### config.mk
export PLATFORM = sky130hd
export DESIGN_NAME = rotating_shift_register
export DESIGN_NICKNAME = d
export VERILOG_FILES = /design/src/rtl/mux2to1.sv /design/src/rtl/shift_bit_cell.sv /design/src/rtl/rotating_shift_register.sv
export SDC_FILE = /design/constraint.sdc
export NUM_CORES = 1
export LEC_CHECK = 0
export ABC_CLOCK_PERIOD_IN_PS = 1000
export CAP_MARGIN = 20
export CELL_PAD_IN_SITES_DETAIL_PLACEMENT = 1
export CELL_PAD_IN_SITES_GLOBAL_PLACEMENT = 1
export CORE_MARGIN = 1.5
export CORE_UTILIZATION = 28
export DETAILED_ROUTE_END_ITERATION = 16
export PLACE_DENSITY_LB_ADDON = 0.1
export SLEW_MARGIN = 15
export SYNTH_ARGS = -nofsm -noshare
export SYNTH_HDL_FRONTEND = slang
export SYNTH_SLANG_ARGS = --single-unit
### constraint.sdc
create_clock -name clock -period 1 [get_ports clock]
set_input_delay 0.2 -clock clock [delete_from_list [all_inputs] [get_ports clock]]
set_output_delay 0.2 -clock clock [all_outputs]
set_load 0.1 [all_outputs]
### src/rtl/mux2to1.sv
// Purpose: single-bit 2-to-1 multiplexer; y = a when sel=0, b when sel=1.
// Latency: purely combinational, zero cycles.
// Backpressure: none; no handshake, the output follows the inputs.
//
// Ports:
//   sel - select (0 -> a, 1 -> b)
//   a   - input chosen when sel=0
//   b   - input chosen when sel=1
//   y   - selected output
module mux2to1 (
    input  logic sel,
    input  logic a,
    input  logic b,
    output logic y
);

    assign y = sel ? b : a;

endmodule

### src/rtl/shift_bit_cell.sv
// Purpose: one bit of the rotating shift register: direction, hold and load muxes feeding a flop.
// Latency: one clock from control/data sample to q_out.
// Backpressure: none; the bit updates on every rising edge per its controls.
//
// Ports:
//   clock           - rising-edge clock
//   reset           - synchronous, active-high; clears the bit
//   left_in         - value this bit takes on a left rotate (its lower neighbour)
//   right_in        - value this bit takes on a right shift/rotate (its upper neighbour)
//   load_val        - parallel load value for this bit
//   rotate_right    - 1 selects right_in, 0 selects left_in
//   parallel_load_n - active-low load; overrides enable
//   enable          - 1 applies the shift, 0 holds
//   q_out           - registered bit value
module shift_bit_cell (
    input  logic clock,
    input  logic reset,
    input  logic left_in,
    input  logic right_in,
    input  logic load_val,
    input  logic rotate_right,
    input  logic parallel_load_n,
    input  logic enable,
    output logic q_out
);

    logic dir_sel;
    logic hold_sel;
    logic load_sel;
    logic q_d;
    logic q_q;

    mux2to1 u_dir_mux (
        .sel (rotate_right),
        .a   (left_in),
        .b   (right_in),
        .y   (dir_sel)
    );

    // enable=0 recirculates the current value.
    mux2to1 u_hold_mux (
        .sel (enable),
        .a   (q_q),
        .b   (dir_sel),
        .y   (hold_sel)
    );

    // Load sits after the hold mux so a load happens regardless of enable.
    mux2to1 u_load_mux (
        .sel (parallel_load_n),
        .a   (load_val),
        .b   (hold_sel),
        .y   (load_sel)
    );

    always_comb begin
        q_d = load_sel;
    end

    // Reset is checked ahead of q_d so unknown controls cannot reach the flop while reset is high.
    always_ff @(posedge clock) begin
        if (reset) begin
            q_q <= 1'b0;
        end else begin
            q_q <= q_d;
        end
    end

    assign q_out = q_q;

endmodule

### src/rtl/rotating_shift_register.sv
// Purpose: WIDTH-bit register with parallel load, rotate left/right and arithmetic shift right.
// Latency: one clock from control/data sample to q; q has no combinational input path.
// Backpressure: none; enable=0 holds, parallel_load_n=0 loads regardless of enable.
//
// Ports:
//   clock           - rising-edge clock
//   reset           - synchronous, active-high; clears q
//   enable          - 1 performs the selected shift, 0 holds (does not gate loads)
//   parallel_load_n - active-low parallel load of data_in
//   rotate_right    - 1 shifts toward bit 0, 0 rotates toward the MSB
//   asr             - with rotate_right=1, replicate the sign bit instead of wrapping q[0]
//   data_in         - parallel load value
//   q               - registered contents
module rotating_shift_register #(
    parameter int WIDTH = 8
) (
    input  logic             clock,
    input  logic             reset,
    input  logic             enable,
    input  logic             parallel_load_n,
    input  logic             rotate_right,
    input  logic             asr,
    input  logic [WIDTH-1:0] data_in,
    output logic [WIDTH-1:0] q
);

    logic [WIDTH-1:0] q_bits;
    logic             msb_right_src;

    // The MSB's right-shift source is the only place rotate and ASR differ:
    // q[0] closes the ring, q[WIDTH-1] replicates the sign.
    mux2to1 u_msb_src_mux (
        .sel (asr),
        .a   (q_bits[0]),
        .b   (q_bits[WIDTH-1]),
        .y   (msb_right_src)
    );

    for (genvar i = 0; i < WIDTH; i++) begin : g_bit
        logic left_src;
        logic right_src;

        // Left rotate: bit i takes bit i-1, with bit 0 taking the MSB.
        if (i == 0) begin : g_left_wrap
            assign left_src = q_bits[WIDTH-1];
        end else begin : g_left_inner
            assign left_src = q_bits[i-1];
        end

        // Right shift: bit i takes bit i+1, with the MSB taking the asr-selected source.
        if (i == WIDTH-1) begin : g_right_msb
            assign right_src = msb_right_src;
        end else begin : g_right_inner
            assign right_src = q_bits[i+1];
        end

        shift_bit_cell u_cell (
            .clock           (clock),
            .reset           (reset),
            .left_in         (left_src),
            .right_in        (right_src),
            .load_val        (data_in[i]),
            .rotate_right    (rotate_right),
            .parallel_load_n (parallel_load_n),
            .enable          (enable),
            .q_out           (q_bits[i])
        );
    end

    assign q = q_bits;

endmodule

==> results of run 1 <==
cells in the mapped netlist, drive strengths merged:
cell,instances
o21ai,4
dfxtp,8
nor2,4
a311oi,1
a22o,3
o22ai,2
mux2i,7
a21oi,7
nor2b,1
a21boi,1
a21o,4
buf,11
nand2b,6
through the flow:
step	hold slack (ns)	setup TNS [ns]	setup WS, ns
floorplan	0.2691	0	0.1164
global placement	0.6715	-3.178	-0.4290
detailed placement	0.6759	-3.171	-0.4335
CTS	0.4799	-0.007505	-0.004789
global route	0.4958	-0.2399	-0.03962
finish	0.4819	-0.01263	-0.01263
per-layer routing:
metal  vias up  global-route usage, %  part of all wire [%]
met3         4                  2.778                   3.5
met1       249                  20.00                    48
met4         0                  10.29                   2.4
met2        13                  23.61                    46
li1        264                      -                     -
met5         -                      0                     0
repair_timing:
item                                    CTS  global route
pin swaps                                 1             5
gates resized for setup                  20             9
endpoints found under the setup margin   16            13
hold buffers                              0             0
gates cloned                              1             0
buffers inserted                          8             0
final cells by class:
type | instances | area (um2)
repair buffers | 37 | 422.9
clock buffers | 3 | 22.52
well taps | 25 | 31.28
fillers | 189 | 759.5
multi-input cells | 40 | 305.3
flip-flops and latches | 8 | 185.2
cell families (layout without fill, tap and decap cells):
group | count (synthesis) | count (layout) | synth area share, %
and+or+nand+nor | 11 | 11 | 11.44
muxes | 7 | 7 | 13.63
AOI/OAI and AO/OA | 22 | 22 | 27.98
buffers and inverters | 11 | 40 | 15.82
DFF | 8 | 8 | 31.14
worst max-delay path by stage:
stage,startpoint,cells past startpoint,slack [ns],end
2_1_floorplan,rotate_right,4,0.12,g_bit[1].u_cell.q_out
3_3_place_gp,rotate_right,5,-0.43,g_bit[3].u_cell.q_out
3_5_place_dp,rotate_right,5,-0.43,g_bit[2].u_cell.q_out
4_1_cts,g_bit[3].u_cell.q_out,1,-0.005,q[3]
5_1_grt,g_bit[0].u_cell.q_out,4,-0.04,g_bit[7].u_cell.q_out
6_report,g_bit[4].u_cell.q_out,1,-0.01,q[4]
power by group through the flow:
stage,registers (uW),clock network (uW),logic [uW]
floorplan,366,0,302
global placement,385,0,459
detailed placement,384,0,462
CTS,369,268,496
global route,376,291,545
finish,372,257,517
==> flow_metrics.env, run 1 <==
export IMPL_status="complete, but fails checks"
export IMPL_violations="setup timing"
export IMPL_yosysTopAreaCell="dfxtp_1"
export IMPL_cp_slowest_stage_delay_ns=0.38
export IMPL_rr_endpoint="g_bit[2].u_cell.q_out"
export IMPL_place_area_um2=822.0
export IMPL_syn_area_um2=514.2
export IMPL_holdPathEnd="g_bit[7].u_cell.q_out"
export IMPL_cp_start_kind="register"
export IMPL_synth_cell_types=15
export IMPL_maxSlewHeadroom_pct=86.65
export IMPL_ir_drop_v=0.0006076
export IMPL_p_sw_uw=424.9
export IMPL_yosysWarnings=0
export IMPL_clock_latency_ns=0.26
export IMPL_p_seq_share_pct=32.5
export IMPL_setup_viol=1
export IMPL_fin_skew_ns=0.008074
export IMPL_synth_seq_cells=8
export IMPL_routedWlPerCell_um=12.75
export IMPL_die_h_um=45.86
export IMPL_fin_crit_ns=1.013
export IMPL_layout_drive_gt1_share_pct=48.86
export IMPL_io_pins=22
export IMPL_drt_iter0_markers=6
export IMPL_hold_viol=0
export IMPL_nNetsFinal=104
export IMPL_clockRootBuffer="clkbuf_4"
export IMPL_io_buffers=21
export IMPL_hold_path_class="in -> reg"
export IMPL_p_leak_uw=0.0004122
export IMPL_cts_tree="yes"
export IMPL_arrival_ns=0.81
export IMPL_synth_top_area_share_pct=31.14
export IMPL_required_ns=0.80
export IMPL_gp_congestion=0.6974
export IMPL_fin_cells=113
export IMPL_sw_frac_of_total_pct=37.05
export IMPL_power_uw=1147
export IMPL_maxCapViolations=0
export IMPL_row_count=15
export IMPL_diodes=0
export IMPL_syn_nets=73
export IMPL_final_area_um2=967.2
export IMPL_critPathKind="reg -> out"
export IMPL_rrSetupSlack_ns=0.03
export IMPL_internal_power_uw=722.0
export IMPL_hold_path_depth=3
export IMPL_synth_area_leaders="dfxtp_1 31%, mux2i_1 14%, buf_4 12%"
export IMPL_largest_reg_flops=8
export IMPL_track_usage_pct=15.64
export IMPL_cts_buffer_depth=2
export IMPL_antenna_found_initial=0
export IMPL_comb_power_share_pct=45.1
export IMPL_avgSynthCellArea_um2=8.716
export IMPL_drv_slew=0
export IMPL_num_vias=530
export IMPL_final_cell_mix="10 x clkdlybuf4s50_1, 10 x buf_4, 8 x buf_12"
export IMPL_die_area_um2=2103
export IMPL_ys_seq_area_share_pct=31.14
export IMPL_grt_pass1_vias=533
export IMPL_hpwlAfterDp_um=999.3
export IMPL_utilization_pct=56.01
export IMPL_cts_num_sinks=8
export IMPL_area_growth_pct=88.08
export IMPL_routed_wl_um=1441
export IMPL_r2r_start="g_bit[1].u_cell.q_out"
export IMPL_grt_max_degree=10
export IMPL_cp_slowest_cell="dfxtp_4"
export IMPL_crit_path_end_kind="primary output"
export IMPL_initial_core_util_pct=29.78
export IMPL_grt_pass1_wl_um=2297
export IMPL_clkPwrFrac_pct=22.4
export IMPL_ff2ff_path_depth=4
export IMPL_worst_slew_pin_slew_ns=0.1988
export IMPL_crit_family="flip-flops"
export IMPL_antenna_left=0
export IMPL_final_setup_worst_slack_ns=-0.01263
export IMPL_rsz0062_at_grt="true"
export IMPL_crit_chain="buf_12"
export IMPL_clk_pin_slew_ns=0.06
export IMPL_viasPerCell=4.690
export IMPL_syn_inst=59
export IMPL_drc=0
export IMPL_drt_pass1_iter_count=3
export IMPL_place_inst=103
export IMPL_cts_made_buffers=3
export IMPL_fin_crit_sh_pct=101.3
export IMPL_h_tree_depth=1
export IMPL_worstHoldStart="parallel_load_n"
export IMPL_path_buf_inv=1
export IMPL_grt_ovfl_total=0
export IMPL_dieWidth_um=45.86
export IMPL_core_area_um2=1727
export IMPL_crit_fanout=3
export IMPL_fmax_mhz=987.5
export IMPL_p_per_area_nw_per_um2=1186
(Power assumes the default switching activity.)
==> run 2, diff against run 1 <==
--- a/config.mk
+++ b/config.mk
@@ -12,6 +12,7 @@
 export CORE_MARGIN = 1.5
 export CORE_UTILIZATION = 28
 export DETAILED_ROUTE_END_ITERATION = 16
+export HOLD_SLACK_MARGIN = 0.03
 export PLACE_DENSITY_LB_ADDON = 0.1
 export SLEW_MARGIN = 15
 export SYNTH_ARGS = -nofsm -noshare
==> results of run 2 <==
Same layout as run 1: the final DEF is identical, and so are final timing and power.
==> run 3, diff against run 2 <==
--- a/config.mk
+++ b/config.mk
@@ -14,7 +14,6 @@
 export DETAILED_ROUTE_END_ITERATION = 16
 export HOLD_SLACK_MARGIN = 0.03
 export PLACE_DENSITY_LB_ADDON = 0.1
-export SLEW_MARGIN = 15
 export SYNTH_ARGS = -nofsm -noshare
 export SYNTH_HDL_FRONTEND = slang
 export SYNTH_SLANG_ARGS = --single-unit
==> results of run 3 <==
Same layout as run 1: the final DEF is identical, and so are final timing and power.
==> variant 1 (config.mk and constraints of run 2) <==
The parameter `WIDTH` goes from 8 to 6.
--- a/src/rtl/rotating_shift_register.sv
+++ b/src/rtl/rotating_shift_register.sv
@@ -12,7 +12,7 @@
 //   data_in         - parallel load value
 //   q               - registered contents
 module rotating_shift_register #(
-    parameter int WIDTH = 8
+    parameter int WIDTH = 6
 ) (
     input  logic             clock,
     input  logic             reset,
Interface: changed (resized data_in and q); port bits go from 22 to 18. No check against the original RTL was run, so the function may have changed too.
==> variant 1 against run 2 <==
Routed wire length decreased by 14%; die area decreased by 23%; setup slack got worse by 0.029 ns; sequential power decreased by 24%; sequential share of layout area decreased by 0.59 points; the run still ends with negative setup slack left; final area decreased by 25%; critical path depth increased by 1; synthesized cell count decreased by 25%; count of clock-buffer cells in the layout unchanged; critical endpoint is now q[0]; power decreased by 21%; synthesized area decreased by 24%; sequential cell count decreased by 2; hold slack improved by 0.013 ns.
==> variant 1: results (changes against run 2) <==
Timing
  • Worst setup slack after layout: -0.0413 ns (was -0.0126 ns)
  • Least-Margin Pin Slew: 0.286 ns (was 0.199 ns)
  • Skew final: 0.00179 ns (was 0.00807 ns)
  • Setup-failing EPs final: 4 (was 1)

Place
  • PortBufs: 17 (was 21)
  • Placed Area: 634 sq um (was 822 sq um)
  • Place WS: -0.488 ns (was -0.434 ns)
  • Placed cells: 76 (was 103)
  • Routability congestion estimate: 0.669 (was 0.697)

Detailed routing
  • Drt pass-1 iters: 1 (was 3)
  • WL met2: 704 um (was 663 um)
  • Metal-1 WL: 483 um (was 693 um)
  • Final WL: 1240 um (was 1440 um)
  • Via density: 4.94 (was 4.69)
  • Met3 WL: 55 um (was 50 um)
  • Vias: 415 (was 530)
  • Max Used Layer: met3 (was met4)
  • DR iter-0 viols: 0 (was 6)

Power and ir drop
  • Pleak: 0.000321 uW (was 0.000412 uW)
  • Max VDD drop: 0.000646 V (was 0.000608 V)
  • Sw frac: 35.7% (was 37.0%)

Outcome
  • Failing checks: negative setup slack (unchanged)
  • Outcome: finished, violations left (unchanged)

Setup path
  • Crit. Startpoint: g_bit[0].u_cell.q_out$_SDFFE_PP0P_ (was g_bit[4].u_cell.q_out$_SDFFE_PP0P_)
  • R2R Setup Slk: -0.01 ns (was 0.03 ns)
  • FF-to-FF End: g_bit[0].u_cell.q_out$_SDFFE_PP0P_ (was g_bit[2].u_cell.q_out$_SDFFE_PP0P_)
  • Max FO, Critical Path: 2 (was 3)
  • WP data arrival: 0.84 ns (was 0.81 ns)

Global routing
  • Vias in the first global route: 430 (was 533)
  • First-pass GRT wire length: 1840 um (was 2300 um)
  • Total GRT Usage: 17.3% (was 15.6%)
  • Met3 usage: 1.67% (was 2.78%)
  • M2 GR Usage: 33.5% (was 23.6%)

Logic synthesis
  • Commonest cells post-synth: buf_4 (6), dfxtp_1 (6), a21oi_1 (5), mux2i_1 (5) (was buf_4 (8), dfxtp_1 (8), a21oi_1 (7), mux2i_1 (7), nand2b_1 (6))
  • Synthesized net count: 56 (was 73)
  • Synth top area cells: dfxtp_1 (31%), mux2i_1 (13%), buf_4 (12%), a22o_1 (6.8%), a21oi_1 (6.4%) (was dfxtp_1 (31%), mux2i_1 (14%), buf_4 (12%), nand2b_1 (7.3%), a21oi_1 (6.8%))
  • Syn Area/Cell: 8.84 sq um (was 8.72 sq um)
  • Post-synthesis sequential area ratio: 30.9% (was 31.1%)

Layout
  • Layout cell share with drive strength beyond 1: 44.9% (was 48.9%)
  • Fill cells: 144 (was 189)
  • Max reg flops: 6 (was 8)

CTS
  • Post-CTS Setup Bufs: 3 (was 8)
  • CTS clk-pin slew, worst paths: 0.04 ns (was 0.06 ns)
  • Worst skew pair latency: 0.24 ns (was 0.26 ns)
## variant 1: worst min path at each step
stage	cells after the start	slack, ns	to
6_report	2	0.50	g_bit[5].u_cell.q_out$_SDFFE_PP0P_
3_5_place_dp	3	0.71	g_bit[4].u_cell.q_out$_SDFFE_PP0P_
2_1_floorplan	1	0.27	g_bit[3].u_cell.q_out$_SDFFE_PP0P_
5_1_grt	2	0.51	g_bit[5].u_cell.q_out$_SDFFE_PP0P_
4_1_cts	2	0.49	g_bit[5].u_cell.q_out$_SDFFE_PP0P_
3_3_place_gp	3	0.67	g_bit[3].u_cell.q_out$_SDFFE_PP0P_
## variant 1: power by group through the flow
stage / Combinational [uW] / Clock [uW] / Sequential (uW)
after floorplan: 233 / 0 / 275
after global placement: 361 / 0 / 285
after detailed placement: 369 / 0 / 288
after CTS: 392 / 231 / 281
after global routing: 425 / 250 / 283
final: 404 / 223 / 282
## variant 1: worst max-delay path: stages, from the launching register on
cell and delay [ns]:
dfxtp_2 0.34, buf_6 0.10, buf_12 0.16
## variant 1: logic make-up after synthesis
logic type             share of synthesized area [%]
AOI/OAI and AO/OA                               28.0
and+or+nand+nor                                 11.9
buffers and inverters                           16.4
DFF                                             30.9
muxes                                           12.9
## variant 1: metrics by stage
stage	hold slack, ns	util (%)	setup TNS, ns
2_1_floorplan	0.269	-	0
3_3_place_gp	0.670	48.8	-2.62
3_5_place_dp	0.707	48.8	-2.79
4_1_cts	0.493	54.6	-0.127
5_1_grt	0.511	56.0	-0.291
6_report	0.495	56.0	-0.130
## variant 1: final cells by class
class	instances	share of cell area (%)
tap	15	2.58
multi-input combinational	30	29.0
timing repair buffer	30	46.7
sequential	6	18.6
clock buffer	3	3.09
==> variant 2 (settings of run 2) <==
Made on the original files. Put a register stage on the output `q`, without a reset. The value now appears one clock later. Comments in the files are not updated.
--- a/src/rtl/rotating_shift_register.sv
+++ b/src/rtl/rotating_shift_register.sv
@@ -67,7 +67,9 @@
         );
     end
 
-    assign q = q_bits;
+    always_ff @(posedge clock) begin
+        q <= q_bits;
+    end
 
 endmodule
 
Formal check against the unedited RTL: not equivalent (a bounded check fails within 4 cycles, from zero or initial values and one cycle with reset high).
==> variant 2 against run 2 <==
Sequential cell count up 8; sequential power rose by 98%; setup slack improved by 0.0080 ns; routed wire length decreased by 6.3%; final area is 3.4% higher; synthesized area is 14% higher; via count shrank 1.7%; the flow still finishes with violations (negative setup slack); power grew 33%; core utilization shrank 5.1 points; count of clock-buffer cells in the layout unchanged.
==> variant 2: results (changes against run 2) <==
Outcome
  • Outcome: finished, violations left (unchanged)
  • Failing checks: negative setup slack (unchanged)

Place
  • Placed cells: 108 (was 103)
  • Routability congestion estimate: 0.681 (was 0.697)
  • Placed Area: 958 sq um (was 822 sq um)

Global routing
  • First-pass GRT wire length: 2410 um (was 2300 um)
  • M1 GR Usage: 16.5% (was 20.0%)
  • Total GRT Usage: 13.3% (was 15.6%)
  • M2 GR Usage: 20.5% (was 23.6%)
  • Met3 usage: 3.37% (was 2.78%)

Setup path
  • Critical Path End: q[7] (was q[4])
  • FF-to-FF End: g_bit[7].u_cell.q_out$_SDFFE_PP0P_ (was g_bit[2].u_cell.q_out$_SDFFE_PP0P_)
  • Crit. Startpoint: q[7]$_DFF_P_ (was g_bit[4].u_cell.q_out$_SDFFE_PP0P_)
  • Critical path's slowest cell: dfxtp_2 (was dfxtp_4)
  • CP max stage delay: 0.35 ns (was 0.38 ns)
  • Reg-to-reg critical path startpoint: g_bit[0].u_cell.q_out$_SDFFE_PP0P_ (was g_bit[1].u_cell.q_out$_SDFFE_PP0P_)
  • Max FO, Critical Path: 1 (was 3)

Detailed routing
  • DR iter-0 viols: 2 (was 6)
  • Vias: 521 (was 530)
  • Wire per inst: 12.2 um (was 12.8 um)

Timing
  • Worst setup slack after layout: -0.00466 ns (was -0.0126 ns)
  • Setup-failing EPs final: 3 (was 1)
  • Skew final: 0.00404 ns (was 0.00807 ns)
  • Least-Margin Pin Slew: 0.258 ns (was 0.199 ns)

Logic synthesis
  • Post-synthesis sequential area ratio: 54.5% (was 31.1%)
  • Commonest cells post-synth: dfxtp_1 (16), a21oi_1 (7), mux2i_1 (7), nor2_1 (7), a22o_1 (6) (was buf_4 (8), dfxtp_1 (8), a21oi_1 (7), mux2i_1 (7), nand2b_1 (6))
  • Cells after Synth: 55 (was 59)
  • Synthesized net count: 69 (was 73)

Power and ir drop
  • Cell-internal power: 1040 uW (was 722 uW)
  • Max VDD drop: 0.000606 V (was 0.000608 V)

Layout
  • Layout cell share with drive strength beyond 1: 36.9% (was 48.9%)
  • Nets@finish: 100 (was 104)
  • Fill cells: 222 (was 189)

CTS
  • Worst skew pair latency: 0.28 ns (was 0.26 ns)
  • CTS clk-pin slew, worst paths: 0.09 ns (was 0.06 ns)
  • Post-CTS Setup Bufs: 0 (was 8)
==> variant 2: cells by family (layout without fill, tap and decap cells) <==
family / after synthesis / after routing / share of synthesized area, %
AO/OA/AOI/OAI: 19 / 19 / 21.7
AND/OR/NAND/NOR: 11 / 11 / 9.15
flip-flops: 16 / 16 / 54.5
multiplexers: 7 / 7 / 11.9
buffers and inverters: 2 / 31 / 2.77
==> variant 2: worst min path at each step <==
| stage | from | to | slack (ns) | cells after the start |
|---|---|---|---|---|
| after floorplan | reset | g_bit[3].u_cell.q_out$_SDFFE_PP0P_ | 0.27 | 1 |
| after global placement | g_bit[5].u_cell.q_out$_SDFFE_PP0P_ | q[5]$_DFF_P_ | 0.38 | 0 |
| after detailed placement | g_bit[5].u_cell.q_out$_SDFFE_PP0P_ | q[5]$_DFF_P_ | 0.38 | 0 |
| after CTS | g_bit[5].u_cell.q_out$_SDFFE_PP0P_ | q[5]$_DFF_P_ | 0.39 | 0 |
| after global routing | enable | g_bit[7].u_cell.q_out$_SDFFE_PP0P_ | 0.33 | 3 |
| final | enable | g_bit[7].u_cell.q_out$_SDFFE_PP0P_ | 0.33 | 3 |
==> variant 2: worst min-delay path: cells and delay by family <==
family	cells	cell delay (ns)
AO/OA/AOI/OAI	1	0.09
buffers and inverters	2	0.28
==> variant 2: cell type report <==
type                            instances  area (sq um)  area share, %
Tap cell                               27          33.8           3.38
Timing Repair Buffer                   28           342           34.2
Sequential cell                        16           332           33.2
Clock buffer                            3          22.5           2.25
Multi-Input combinational cell         37           270           27.0
==> variant 2: metal layers <==
metal	wire length, um	vias up
li1	-	261
met1	601	239
met2	626	16
met3	83	5
met4	38	0
met5	0	-
==> variant 2: stage by stage <==
stage	setup slack (ns)	hold slack, ns
2_1_floorplan	0.0577	0.269
3_3_place_gp	-0.543	0.377
3_5_place_dp	-0.563	0.378
4_1_cts	-0.0165	0.389
5_1_grt	-0.0508	0.334
6_report	-0.00466	0.331
==> variant 2: power groups by stage <==
stage          combinational, uW  clock (uW)  sequential (uW)
2_1_floorplan               93.8           0              907
3_3_place_gp                 459           0              750
3_5_place_dp                 462           0              751
4_1_cts                      465         349              737
5_1_grt                      487         384              744
6_report                     465         330              736
==> variant 2: timing repair <==
| action | 4_1_cts | 5_1_grt |
|---|---|---|
| pin swaps | 2 | 1 |
| setup endpoints to repair | 16 | 14 |
| resized for setup | 8 | 5 |
